### src/rtl/branch_resolve_bht.sv
// Branch resolution and prediction unit.
// Resolve side (EXU): decodes branch/jump conditions from the ALU flags,
// drives the PC-adder B-select, and trains a table of saturating counters.
// Predict side (IFU): a combinational read of the counter table.
module branch_resolve_bht #(
  parameter int XLEN        = 32,
  parameter int BHT_ENTRIES = 16,
  parameter int CNT_W       = 2,
  parameter int PERF_W      = 32
) (
  input  logic              clk,
  input  logic              rst,
  input  logic [XLEN-1:0]   pred_pc,
  output logic              pred_taken,
  input  logic              res_valid,
  input  logic [XLEN-1:0]   res_pc,
  input  logic [6:0]        opcode,
  input  logic [2:0]        func3,
  input  logic              zero_flag,
  input  logic              alu_result,
  input  logic              res_pred,
  output logic              pc_adder_b_sel,
  output logic              res_done,
  output logic              res_taken,
  output logic              mispredict,
  output logic [PERF_W-1:0] branch_cnt,
  output logic [PERF_W-1:0] mispred_cnt
);

  localparam int IDX_W = $clog2(BHT_ENTRIES);
  localparam logic [CNT_W-1:0] CNT_MAX  = {CNT_W{1'b1}};
  // Weakly-not-taken: 2^(CNT_W-1)-1, i.e. all-ones shifted right by one.
  localparam logic [CNT_W-1:0] CNT_INIT = CNT_MAX >> 1;

  localparam logic [6:0] OP_BRANCH = 7'b1100011;
  localparam logic [6:0] OP_JAL    = 7'b1101111;
  localparam logic [6:0] OP_JALR   = 7'b1100111;

  logic [CNT_W-1:0]       r_cnt [BHT_ENTRIES];
  logic [CNT_W-1:0]       w_cnt_res;
  logic [CNT_W-1:0]       w_cnt_next;
  logic [IDX_W-1:0]       w_pred_idx;
  logic [IDX_W-1:0]       w_res_idx;
  logic [BHT_ENTRIES-1:0] w_we;
  logic                   w_is_branch;
  logic                   w_is_jump;
  logic                   w_cond;
  logic                   w_taken;
  logic                   w_res_taken_next;
  logic                   w_upd;
  logic                   w_unused_bits;

  logic                   r_res_done;
  logic                   r_res_taken;
  logic                   r_mispredict;
  logic [PERF_W-1:0]      r_branch_cnt;
  logic [PERF_W-1:0]      r_mispred_cnt;

  // func3 010/011 are not valid branch encodings and decode as non-control.
  assign w_is_branch = (opcode == OP_BRANCH) && (func3 != 3'b010) && (func3 != 3'b011);
  assign w_is_jump   = (opcode == OP_JAL) || (opcode == OP_JALR);

  // Signedness is already folded into alu_result by the ALU.
  assign w_cond  = func3[2] ? alu_result : zero_flag;
  assign w_taken = w_cond ^ func3[0];

  // Independent of res_valid so it behaves like a plain combinational select.
  assign w_res_taken_next = w_is_jump | (w_is_branch & w_taken);
  assign pc_adder_b_sel   = w_res_taken_next;

  assign w_pred_idx = pred_pc[IDX_W+1:2];
  assign w_res_idx  = res_pc[IDX_W+1:2];
  assign w_upd      = res_valid & w_is_branch;

  // PC bits outside the index field do not participate in prediction.
  assign w_unused_bits = ^{pred_pc[XLEN-1:IDX_W+2], pred_pc[1:0],
                           res_pc[XLEN-1:IDX_W+2], res_pc[1:0]};

  // Predict read sees the pre-update value on a same-index write (no bypass).
  assign pred_taken = r_cnt[w_pred_idx][CNT_W-1];
  assign w_cnt_res  = r_cnt[w_res_idx];

  // Saturating increment/decrement of the resolving entry.
  always_comb begin
    w_cnt_next = w_cnt_res;
    if (w_taken) begin
      if (w_cnt_res != CNT_MAX) w_cnt_next = w_cnt_res + CNT_W'(1);
    end else begin
      if (w_cnt_res != '0) w_cnt_next = w_cnt_res - CNT_W'(1);
    end
  end

  // One write enable per entry, decoded from the resolve index.
  for (genvar gi = 0; gi < BHT_ENTRIES; gi++) begin : g_we
    assign w_we[gi] = w_upd && (w_res_idx == IDX_W'(gi));
  end

  // Counter table: reset to weakly-not-taken, train on resolved branches.
  always_ff @(posedge clk or posedge rst) begin
    if (rst) begin
      for (int i = 0; i < BHT_ENTRIES; i++) r_cnt[i] <= CNT_INIT;
    end else begin
      for (int i = 0; i < BHT_ENTRIES; i++) begin
        if (w_we[i]) r_cnt[i] <= w_cnt_next;
      end
    end
  end

  // Registered resolve outcome; res_taken holds between resolves.
  always_ff @(posedge clk or posedge rst) begin
    if (rst) begin
      r_res_done   <= 1'b0;
      r_res_taken  <= 1'b0;
      r_mispredict <= 1'b0;
    end else begin
      r_res_done   <= res_valid;
      r_mispredict <= res_valid & (w_is_branch | w_is_jump) & (w_res_taken_next != res_pred);
      if (res_valid) r_res_taken <= w_res_taken_next;
    end
  end

  // Performance counters count conditional branches only; they wrap.
  always_ff @(posedge clk or posedge rst) begin
    if (rst) begin
      r_branch_cnt  <= '0;
      r_mispred_cnt <= '0;
    end else if (w_upd) begin
      r_branch_cnt <= r_branch_cnt + PERF_W'(1);
      if (w_taken != res_pred) r_mispred_cnt <= r_mispred_cnt + PERF_W'(1);
    end
  end

  assign res_done    = r_res_done;
  assign res_taken   = r_res_taken;
  assign mispredict  = r_mispredict;
  assign branch_cnt  = r_branch_cnt;
  assign mispred_cnt = r_mispred_cnt;

endmodule
### config.mk
export PLATFORM = sky130hd
export DESIGN_NAME = branch_resolve_bht
export DESIGN_NICKNAME = d
export VERILOG_FILES = /design/src/rtl/branch_resolve_bht.sv
export SDC_FILE = /design/constraint.sdc
export NUM_CORES = 1
export LEC_CHECK = 0
export BUFFER_PORTS_ARGS = -buffer_cell sky130_fd_sc_hd__buf_2
export CORE_MARGIN = 5
export CORE_UTILIZATION = 25
export CTS_BUF_LIST = sky130_fd_sc_hd__clkbuf_4
export CTS_CLUSTER_DIAMETER = 120
export DETAILED_ROUTE_END_ITERATION = 16
export HOLD_SLACK_MARGIN = 0.1
export PLACE_DENSITY_LB_ADDON = 0.3
export RECOVER_POWER = 25
export SLEW_MARGIN = 30
export SYNTH_ARGS = -nofsm -noshare
export SYNTH_HDL_FRONTEND = slang
export SYNTH_SLANG_ARGS = --single-unit
export TNS_END_PERCENT = 50
### constraint.sdc
create_clock -name clk -period 6.4 [get_ports clk]
set_clock_uncertainty 0.2 [all_clocks]
set_input_delay 0.32 -clock clk [delete_from_list [all_inputs] [get_ports clk]]
set_output_delay 0.32 -clock clk [all_outputs]
set_load 0.005 [all_outputs]
==> reports/metrics.cfg <==
[die]
fp.dieH_um = 151.6
initial_core_util_pct = 25.57
rows = 51
core_um2 = 19590
die-area_um2 = 22970
die_w_um = 151.6
io_pins = 149

[timing]
slew_violations = 0
min_period_over_period_pct = 44.28
finalSetupViolCount = 0
period_minus_slack_ns = 2.834
worst_pin_slew_ns = 1.206
setup_slack_ns = 3.566
fmax_mhz = 352.8
rsz0062_at_grt = no
slew_headroom_pct = 19.19
tns_ns = 0
report.final.hold_viol_count = 0

[routing]
ant_nets = 0
drc_errors = 0
drtPass1Iterations = 4
drt-initial-drc-count = 203
avgRoutedWirePerCell_um = 15.15
routed_via_density = 4.526
vias = 3702
wirelength_mm = 12.40

[setup_path]
worst_r2r_path_depth = 5
arrival_ns = 3.02
cp_common_cell = nand4_1
start_kind = input pin
endpoint_kind = flop
criticalPathCategory = in -> reg
critPathMaxStageDelay_ns = 0.78
rrSetupSlack_ns = 4.22
r2r-start = branch_cnt[3]
slowest_stage = nor4_4
worstPathRequired_ns = 6.59
cp_max_fo = 12
cp_top_family = simple AND/OR/NAND/NOR gates
path_cells = dlygate4sd3_1 > clkbuf_1 > and2_1 > nand4_1 > nor4_4 > nand4_1 > xnor2_1
path_buf_inv = 2
r2r-end = branch_cnt[22]

[power_and_ir_drop]
power_leakage_uw = 0.002652
p_per_area_nw_per_um2 = 178.5
vdd_ir_drop_max_uv = 67.93

[global_routing]
grt_max_degree = 74
grt_first_pass_wirelength_mm = 20.39
grt_pass1_vias = 3838
grt_overflow = 0
antenna_found_initial = 1
gr-usage-all-layers_pct = 11.30

[placed_design]
hpwl_mm = 9.047
gp_congestion = 0.7994
post-place-ws_ns = 3.954
port-buffer-count = 92

[yosys]
synth_edf_count = 0
synth_cell_types = 52
syn_avg_cell_area_um2 = 11.18
synthArstFlopShare_pct = 100.0
ys.flop_type = dfrtp_1
yosys_warnings = 0
synth-seq-cells = 99
yosysSeqAreaShare_pct = 49.85
netlist_instances = 448
synthesis.area_um2 = 5010
synth_nets = 530

[finish]
num-fill-cells = 2062
seq_area_um2 = 2497
drive_gt1_share_pct = 26.81
fin_nets = 629
fin_util_pct = 30.19
mostFrequentLayoutCells = dfrtp_1 (83), buf_2 (73), nand2_1 (65)
area_growth_pct = 18.06
multi_input_area_um2 = 2385
final_common_cell = dfrtp_1

[run]
maxCapViolCount = 0

[clock_network]
htreeDepth = 3
clock_latency_ns = 0.47
clk_path_buf_depth = 2
cts_resized = 0
numCtsBuffers = 9
ctsHoldBuffers = 7
cts_setup_buffers = 0
cts_tree = yes
cts_sinks = 99
root_buffer = clkbuf_4
clk_pin_slew_ns = 0.17

[min_path]
hold-path-endpoint = r_cnt[16]
worstHoldPathType = in -> reg
hp-start = res_pc[3]
hold_depth = 3

[status]
outcome = completed

==> synth_stat cells, types with 13 or more instances <==
cell | n | share of area, %
dfrtp_1 | 83 | 41
nand2_1 | 65 | 4.9
xnor2_1 | 43 | 7.5
nand3_1 | 31 | 3.1
o21ai_1 | 30 | 3.0
nand4_1 | 25 | 3.1
nor2_1 | 24 | 1.8
xor2_1 | 20 | 3.5
dfstp_2 | 16 | 8.4
mux4_2 | 13 | 5.8
==> worst max path at each step <==
| stage | startpoint | endpoint | cells after the start |
|---|---|---|---|
| global route | res_valid | branch_cnt[22] | 7 |
| detailed placement | opcode[4] | branch_cnt[22] | 6 |
| floorplan | rst | branch_cnt[0] | 1 |
| global placement | res_pc[3] | r_cnt[19] | 6 |
| CTS | r_cnt[19] | pred_taken | 3 |
| finish | res_valid | branch_cnt[22] | 7 |
==> layout make-up <==
cell class / instances / share of cell area (%)
well taps: 265 / 5.606
clock inverters: 5 / 1.058
multi-input cells: 329 / 40.32
repair buffers: 101 / 8.885
inverters: 7 / 0.4654
clock buffers: 11 / 1.396
flip-flops and latches: 99 / 42.23
diodes: 1 / 0.04231
==> flip-flops by register name, summed over array words and instances, names as in the netlist <==
name	count
res_taken	1
mispred_cnt	32
r_cnt	32
res_done	1
branch_cnt	32
mispredict	1
==> tightest hold or removal path, cell delays in order <==
cell     delay, ns
buf_2         0.24
nand4_1       0.18
o21ai_1       0.07
==> stage by stage <==
stage / power (µW) / instances / instance area, µm² / hold slack, ns
6_report: 1056 / 818 / 5914 / 0.1487
3_5_place_dp: 717.5 / 794 / 5741 / 0.1265
2_1_floorplan: 689.2 / 448 / 5010 / 0.1514
3_3_place_gp: 716.3 / 794 / 5741 / 0.1164
5_1_grt: 1115 / 818 / 5914 / 0.1240
4_1_cts: 1082 / 817 / 5956 / 0.1045
==> cell families (layout without fill, tap and decap cells) <==
| kind of cell | count (synthesis) | count (layout) | share of synthesized area, % |
|---|---|---|---|
| and+or+nand+nor | 195 | 195 | 22.25 |
| DFF | 99 | 99 | 49.85 |
| buffers and inverters | 20 | 124 | 2.098 |
| other | 0 | 1 | 0 |
| muxes | 22 | 22 | 8.341 |
| AOI/OAI and AO/OA | 44 | 44 | 4.870 |
| xor gates and xnor gates | 65 | 65 | 11.81 |
| adders and majority gates | 3 | 3 | 0.7741 |
==> power by group <==
group / internal (µW) / switching (µW)
combinational: 25.3 / 48.4
sequential: 630 / 2.84
clock: 130 / 220
==> routing by layer <==
metal  GRT usage, %  vias up  share of wire [%]
met5              0        -                  0
met1          14.19     1848                 44
met4          3.774        0                1.9
met3          2.915       10                4.8
met2          18.96       68                 50
li1               -     1776                  -
Power figures use the tool's default switching activity.
